## src/rtl/frame_scroller.sv

```systemverilog
// Frame scroller: a 7-column window over a fixed glyph ROM message, advanced
// on a prescaled tick and steered by two synchronized mode switches.
module frame_scroller #(
  parameter int unsigned DIV      = 12500000,
  parameter int unsigned MSG_COLS = 32
) (
  input  logic        CLK,
  input  logic        RST,
  input  logic        ch0,
  input  logic        ch1,
  output logic [34:0] frame,
  output logic        step
);

  localparam int unsigned CntW    = $clog2(DIV);
  localparam logic [CntW-1:0] CntLast = CntW'(DIV - 1);
  localparam logic [5:0] Cols6    = 6'(MSG_COLS);
  localparam logic [4:0] LastCol  = 5'(MSG_COLS - 1);

  typedef enum logic [1:0] {
    ModeHold  = 2'b00,
    ModeLeft  = 2'b01,
    ModeRight = 2'b10,
    ModeBlink = 2'b11
  } mode_e;

  logic [1:0]      sync1_q, sync2_q;
  logic [CntW-1:0] cnt_q, cnt_d;
  logic            tick;
  logic [4:0]      ptr_q, ptr_d;
  logic            phase_q, phase_d;
  logic [34:0]     frame_q, frame_d;
  logic            step_q, step_d;
  mode_e           mode;

  // Message glyphs, one column per index, bit 0 is the top row.
  function automatic logic [4:0] rom_col(input logic [4:0] idx);
    logic [4:0] col;
    case (idx)
      5'd7, 5'd11:              col = 5'h0E;
      5'd8, 5'd9, 5'd10:        col = 5'h11;
      5'd13:                    col = 5'h1F;
      5'd14, 5'd15, 5'd16:      col = 5'h10;
      5'd18, 5'd21:             col = 5'h1E;
      5'd19, 5'd20:             col = 5'h05;
      default:                  col = 5'h00;
    endcase
    return col;
  endfunction

  // ptr < MSG_COLS and offset <= 6 < MSG_COLS, so one subtraction suffices.
  function automatic logic [4:0] wrap_idx(input logic [5:0] sum);
    logic [5:0] r;
    r = (sum >= Cols6) ? (sum - Cols6) : sum;
    return r[4:0];
  endfunction

  function automatic logic [34:0] window(input logic [4:0] p);
    logic [34:0] w;
    w = '0;
    for (int c = 0; c < 7; c++) begin
      w[c*5 +: 5] = rom_col(wrap_idx({1'b0, p} + 6'(c)));
    end
    return w;
  endfunction

  assign mode = mode_e'(sync2_q);
  assign tick = (cnt_q == CntLast);

  // Two-flop synchronizer for the asynchronous mode switches.
  always_ff @(posedge CLK or posedge RST) begin
    if (RST) begin
      sync1_q <= 2'b00;
      sync2_q <= 2'b00;
    end else begin
      sync1_q <= {ch1, ch0};
      sync2_q <= sync1_q;
    end
  end

  // Free-running step prescaler.
  always_comb begin
    cnt_d = tick ? '0 : cnt_q + 1'b1;
  end

  // Pointer, blink phase and frame update on each tick.
  always_comb begin
    ptr_d   = ptr_q;
    phase_d = phase_q;
    frame_d = frame_q;
    step_d  = 1'b0;
    if (tick) begin
      step_d = 1'b1;
      unique case (mode)
        ModeHold:  ptr_d = ptr_q;
        ModeLeft:  ptr_d = (ptr_q == LastCol) ? 5'd0 : ptr_q + 5'd1;
        ModeRight: ptr_d = (ptr_q == 5'd0) ? LastCol : ptr_q - 5'd1;
        ModeBlink: phase_d = ~phase_q;
        default:   ptr_d = ptr_q;
      endcase
      // Leaving blink clears the phase so the next entry starts blank.
      if (mode != ModeBlink) phase_d = 1'b0;
      frame_d = phase_d ? '0 : window(ptr_d);
    end
  end

  // State registers.
  always_ff @(posedge CLK or posedge RST) begin
    if (RST) begin
      cnt_q   <= '0;
      ptr_q   <= 5'd0;
      phase_q <= 1'b0;
      frame_q <= '0;
      step_q  <= 1'b0;
    end else begin
      cnt_q   <= cnt_d;
      ptr_q   <= ptr_d;
      phase_q <= phase_d;
      frame_q <= frame_d;
      step_q  <= step_d;
    end
  end

  assign frame = frame_q;
  assign step  = step_q;

endmodule
```

## config.mk

```make
export PLATFORM = sky130hd
export DESIGN_NAME = frame_scroller
export DESIGN_NICKNAME = d
export VERILOG_FILES = /design/src/rtl/frame_scroller.sv
export SDC_FILE = /design/constraint.sdc
export NUM_CORES = 1
export LEC_CHECK = 0
export CAP_MARGIN = 20
export CORE_ASPECT_RATIO = 0.75
export CORE_UTILIZATION = 58
export DETAILED_ROUTE_END_ITERATION = 8
export GPL_TIMING_DRIVEN = 1
export HOLD_SLACK_MARGIN = 0.02
export PLACE_DENSITY = 0.8
export SLEW_MARGIN = 20
export SYNTH_ARGS = -nofsm -noshare
export SYNTH_HDL_FRONTEND = slang
export SYNTH_SLANG_ARGS = --single-unit
```

## constraint.sdc

```tcl
create_clock -name CLK -period 4.48 [get_ports CLK]
set_clock_uncertainty 0.05 [all_clocks]
set_input_delay 0.896 -clock CLK [delete_from_list [all_inputs] [get_ports CLK]]
set_output_delay 0.896 -clock CLK [all_outputs]
set_load 0.05 [all_outputs]
```

==> results.md, run 1 <==
* Status: finished, final reports clean
* Final Cycle Share at between 90 and 100%
* Critical-path top delay cell: dfrtp_1
* Static Leak at around 2.2 nW
* FMAX at ~0.24 GHz
* Mapped Area at 0.00442 mm^2
* Final Wtd Congestion at between 0.9 and 1
* Row count at 27
* Vias at ~4,100
* Initial core utilization at 60.0%
* Worst Setup Start Kind: flop
* Seq pwr share at between 30% and 40%
* DRT iter0 DRCs at around 420
* HPWL after DPL at just under 9 mm
* Post-DR vias/cell at 6.37
* Nets@finish at between 500 and 600
* DRC viols at 0
* Top_reg_cell synth: dfrtp_1
* Largest net degree at the start of global routing at 41
* CP max FO at 9
* Die height at approximately 78 um
* Final min period at 4.14 ns
* Final hold vios at 0
* Final setup viols at 0
* Final Max Slew Viols at 0
* RR Endpoint: frame[28]
* Crit Reg-Reg Startpoint: ptr_q[0]
* Hold EP: mode[1]
* Critical setup path kind: flop to flop
* Worst VDD drop at roughly 0.16 mV
* CTS max path bufs at 2
* CP peak stage delay at roughly 0.48 ns
* Vias in the first global route at 3,779
* Setup repair after global routing missed its margin: no
* R2r setup slk at 0.34 ns
* Top-level I/O count at 40
* Filler Cell Count at just over 600
* TritonCTS Buffers at 9
* PostCTS Resize Cnt at 0
* Async SR Flop Fraction at 100%
* Hold depth at 0
* Seq/Total Area, Yosys at 35.7%
* Sw Share at 28.2%
* Max Cap Violations at 0
* HP Start: sync1_q[1]
* Hold crit path type: flop to flop
* Clk slew on worst S/H paths at 0.08 ns
* Clock power frac at ~45%
* Met1 Usage GRT at 49.9%
* EDFF count, synth at 0
* Antenna viol nets, final at 0
* Actual transition at the worst max-transition pin at 0.755 ns
* Die ar. at 0.00798 mm^2
* Worst Slack Setup Final at roughly 0.34 ns
* Comb pwr share at about 16%
* Setup crit end kind: flop
* Place WS at between 0.4 and 0.5 ns
* Cell mode on critical path: ha_1
* Clock sinks at 63
* Ys Warns at 0
* Yosys reg bits at 63
* NetSw at 0.406 mW
* Mapped Cells at around 510
* Tot GR Track Use at 33.4%
* Worst path cell trace: ha_1 > and3_1 > ha_1 > and2b_1 > or4b_1 > nand4_1 > nor2_1 > inv_2 > ha_1 > a21oi_1 > nor3_1 > buf_4 > nor3_4 > o2111a_1 > a311oi_2 > nand2_1
* Slew HR at between 40% and 50%
* CTS root buf: clkbuf_8
* Post-CTS Setup Repair Bufs at 0
* Initial antenna violation count at 0
* Worst skew pair latency at 0.36 ns
* CTS H-tree depth at 3
* WP data required at about 4.7 ns
* CTS tree: yes
* Pint at between 1 and 1.5 mW
* Total gr overflow at 0
* Grt met2 use at about half
* Port buffer count at 39
* CP arrival at ~4.3 ns
* Yosys cell types at 82
* Power per cell area at roughly 280 mW/mm^2
* Avg Inst Size Synth at between 8 and 9 um^2
* Detailed Route WL at 12.4 mm
* 1st-pass router iterations at 5
* Met3 usage at under 10%
* # diodes at 0
* P&R area growth vs syn at 15.2%
* Share of cells above drive strength 1 at 11.1%
* Die Span X at between 100 and 150 um
* R2R depth at 16
* Global route hottest layer: met1
* Hold Buf Count CTS at 0
* Core area at 0.00736 mm^2
* Synth Net Count at between 500 and 600
* Final TNS setup at 0 ns
* First-pass GRT wire length at around 20 mm
* Drt wl/cell at around 19 um
## layout make-up
type	count	area [um^2]	share of cell area [%]
Tap cell	101	126	2.48
Multi-Input combinational cell	392	2580	50.6
Inverter	16	60.1	1.18
Clock buffer	10	138	2.70
Sequential cell	63	1580	31.0
Clock inverter	6	116	2.29
Timing Repair Buffer	53	495	9.73
## sequential cells by signal (all words and copies together) (netlist names)
name / cells
sync1_q: 2
step: 1
ptr_q: 5
mode: 2
frame: 28
phase_q: 1
cnt_q: 24
## cells by family (layout without fill, tap and decap cells)
kind of cell	after synthesis	after routing	share of synthesized area [%]
fa+ha+maj	21	21	5.95
xor+xnor	30	30	5.95
simple gates	216	216	25.0
buf+inv	54	85	6.00
mux	6	6	1.42
flops	63	63	35.7
compound gates	119	119	20.0
## placed cells by master, fill, tap and decap left out, types with 7 or more instances in the layout
master	instances
ha_1	21
a21oi_1	16
nor3_1	18
nand3_1	20
o21ai_0	28
nor4_1	7
xnor2_1	13
clkbuf_8	10
o21ai_1	13
nand4_1	16
clkdlybuf4s50_1	39
xor2_1	17
nand2_1	71
buf_4	14
nor2_1	41
nor2b_1	7
inv_1	13
dfrtp_1	63
## metal layers
layer / share of wire (%) / vias to the layer above / routed length (um)
met5: 0 / - / 0
met4: 1.5 / 0 / 182
met2: 44 / 224 / 5490
li1: - / 1880 / -
met1: 45 / 1959 / 5620
met3: 8.9 / 23 / 1100
## critical path: cells and delay by family (launching register included)
kind	cells	cell delay, ns
simple gates	8	1.69
buf+inv	2	0.33
flops	1	0.48
fa+ha+maj	3	0.87
compound gates	3	0.57
## stage by stage
step	power (mW)	cells	hold slack [ns]	area [um^2]	util [%]
3_5_place_dp	0.803	625	0.294	4840	65.7
3_3_place_gp	0.802	625	0.289	4840	65.7
2_1_floorplan	0.747	509	0.281	4420	-
4_1_cts	1.44	641	0.304	5090	69.1
5_1_grt	1.49	641	0.307	5090	69.1
6_report	1.44	641	0.302	5090	69.1
## synthesized netlist by cell type, drive strengths merged, types with 5 or more instances
cell    number  area share [%]
nand2       72             6.2
dfrtp       63              36
o21ai       42             4.8
nor2        41             3.5
nand3       22             2.7
ha          21             5.9
buf         20             3.1
nor3        19             2.4
clkbuf      18             1.5
a21oi       17             2.2
xor2        17             3.4
inv         16             1.4
nand4       16             2.3
xnor2       13             2.6
nor4         8             1.3
nor2b        7            0.99
o211ai       6             1.2
a21boi       5            0.93
and3         5            0.82
## worst max path at each step
stage                        start        end  depth (start not counted)
final                     ptr_q[0]  frame[28]                         16
after global routing      ptr_q[0]  frame[28]                         16
after CTS                 ptr_q[0]  frame[28]                         16
after detailed placement  ptr_q[0]  frame[28]                         16
after global placement    ptr_q[0]  frame[28]                         16
after floorplan           ptr_q[1]  frame[28]                         16
## power groups by stage
stage | combinational [mW] | clock (mW) | sequential [mW]
after floorplan | 0.165 | 0 | 0.582
after global placement | 0.219 | 0 | 0.582
after detailed placement | 0.221 | 0 | 0.582
after CTS | 0.223 | 0.645 | 0.571
after global routing | 0.247 | 0.670 | 0.571
final | 0.229 | 0.641 | 0.571
Note: power is estimated with default switching activity, not from simulation.
==> run 2: changes to the inputs <==
- SETUP_SLACK_MARGIN: unset -> 0.4
==> run 2 against run 1 <==
  * Count of clock-buffer cells in the layout unchanged
  * Clock power about the same
  * Critical endpoint unchanged
  * Critical path type unchanged
  * First-iteration DRC count increased by 6.0%
  * Sequential power about the same
  * Cell count increased by 0.31%
  * Die area unchanged
==> results.md, run 2 (same netlist as run 1, synthesis figures left out) <==
* DRC viols at 0 (unchanged)
* Row count at 27 (unchanged)
* CP max FO at 9 (unchanged)
* Actual transition at the worst max-transition pin at 0.759 ns (+0.00399 ns)
* Die height at 77.6 um (unchanged)
* TritonCTS Buffers at 9 (unchanged)
* WP data required at 4.66 ns (about the same)
* CTS tree: yes
* Port buffer count at 39 (unchanged)
* Status: finished, final reports clean
* Die Span X at 103 um (unchanged)
* Clk slew on worst S/H paths at 0.08 ns (about the same)
* NetSw at 0.410 mW (+0.98%)
* Commonest cells after routing, fill and taps aside: nand2_1, dfrtp_1, nor2_1
* Worst skew pair latency at 0.36 ns (about the same)
* Hold crit path type: flop to flop
* Power per cell area at 283 mW/mm^2 (about the same)
* 1st-pass router iterations at 6 (+1)
* DRT iter0 DRCs at 442 (+6.0%)
* Initial antenna violation count at 0 (unchanged)
* Max Cap Violations at 0 (unchanged)
* CTS max path bufs at 2 (unchanged)
* Die ar. at 0.00798 mm^2 (unchanged)
* Nets@finish at 562 (+0.36%)
* Largest register FFs at 28 (unchanged)
* FMAX at 0.254 GHz (+5.2%)
* Antenna viol nets, final at 0 (unchanged)
* Slew HR at 49.4% (-0.27 points)
* Core area at 0.00736 mm^2 (unchanged)
* Worst Setup Start Kind: flop
* Setup repair after global routing missed its margin: no
* Start point of the critical path: ptr_q[0]
* CTS H-tree depth at 3 (unchanged)
* Final min period at 3.93 ns (-0.204 ns)
* Final Max Slew Viols at 0 (unchanged)
* Hold Buf Count CTS at 0 (unchanged)
* Filler Cell Count at 616 (unchanged)
* CP arrival at 4.11 ns (-0.21 ns)
* Comb pwr share at 16.0% (about the same)
* Worst VDD drop at 0.164 mV (+0.15%)
* Final core occ at 69.4% (+0.24 points)
* Final Wtd Congestion at 0.960 (unchanged)
* Seq pwr share at 39.5% (about the same)
* Pint at 1.04 mW (+0.12%)
* Post-DR vias/cell at 6.37 (about the same)
* Detailed Route WL at 12.5 mm (+1.0%)
* Clock sinks at 63 (unchanged)
* Commonest non-fill, non-tap cell in the layout: nand2_1
* Final Cycle Share at 87.8% (-4.6 points)
* Setup crit end kind: flop
* Share of cells above drive strength 1 at 11.6% (+0.51 points)
* # diodes at 0 (unchanged)
* HPWL after DPL at 8.72 mm (unchanged)
* Final setup viols at 0 (unchanged)
* Final hold vios at 0 (unchanged)
* Sw Share at 28.4% (+0.18 points)
* HP Start: sync1_q[1]
* Static Leak at 2.21 nW (+0.37%)
* Vias at 4,099 (+0.32%)
* Vias in the first global route at 3,779 (unchanged)
* Crit Reg-Reg Startpoint: ptr_q[0]
* Drt wl/cell at 19.5 um (+0.70%)
* Total gr overflow at 0 (unchanged)
* Final TNS setup at 0 ns (unchanged)
* Initial core utilization at 60.0% (unchanged)
* Clock power frac at 44.5% (about the same)
* CTS root buf: clkbuf_8
* P&R area growth vs syn at 15.6%
* Largest net degree at the start of global routing at 41 (unchanged)
* Critical setup path kind: flop to flop
* First-pass GRT wire length at 20.1 mm (unchanged)
* Tot GR Track Use at 33.4% (unchanged)
* Top-level I/O count at 40 (unchanged)
-- run 2: cell types whose count changed in the layout (fill, tap and decap cells not counted), sizes merged --
cell and change:
buf +2
-- run 2: per-stage QoR --
stage	setup WS (ns)	cells	cell area, um^2	total power [mW]	hold WS, ns
final	0.546	643	5110	1.45	0.302
after global routing	0.369	643	5110	1.49	0.307
after CTS	0.429	641	5090	1.44	0.304
after detailed placement	0.477	625	4840	0.803	0.294
after global placement	0.695	625	4840	0.802	0.289
after floorplan	0.792	509	4420	0.747	0.281
-- run 2: cell type report --
type | instances | area, um^2 | share of cell area [%]
inverters | 16 | 60.1 | 1.18
multi-input cells | 392 | 2580 | 50.5
repair buffers | 55 | 510 | 10.0
well taps | 101 | 126 | 2.47
flip-flops and latches | 63 | 1580 | 30.9
clock inverters | 6 | 116 | 2.28
clock buffers | 10 | 138 | 2.69
-- run 2: power by group through the flow --
stage	clock network [mW]	registers [mW]	logic, mW
floorplan	0	0.582	0.165
global placement	0	0.582	0.219
detailed placement	0	0.582	0.221
CTS	0.645	0.571	0.223
global route	0.670	0.571	0.249
finish	0.644	0.571	0.232
-- run 2: final timing paths --
path                             endpoint  slack (ns)  cells past startpoint
worst max-delay path            frame[28]        0.55                     16
min in group asynchronous       frame[12]        0.84                      2
worst min register to register    mode[1]        0.30                      0
max in group asynchronous       frame[18]        2.61                      3
worst min-delay path              mode[1]        0.30                      0
worst max register to register  frame[28]        0.55                     16
-- run 2: layer usage --
metal,track usage [%],share of wire [%],vias up
met5,0,0,-
met1,49.9,46,1977
li1,-,-,1877
met3,6.04,8.9,26
met4,8.73,1.4,0
met2,49.5,44,219
-- run 2: worst max-delay path: stages (launching register included) --
cell and delay, ns:
dfrtp_1 0.48, ha_1 0.28, and3_1 0.19, ha_1 0.23, and2b_1 0.26, or4b_1 0.47, nand4_1 0.17, nor2_1 0.13
inv_2 0.15, ha_2 0.30, a21oi_1 0.09, nor3_1 0.20, buf_4 0.18, nor3_4 0.06, o2111a_1 0.19, a311oi_2 0.27
nand2_1 0.10
-- run 2: repair_timing --
item | CTS | global route
setup buffers | 0 | 2
setup endpoints to repair | 0 | 15
gates resized for setup | 0 | 1
endpoints found under the hold margin | 0 | 0
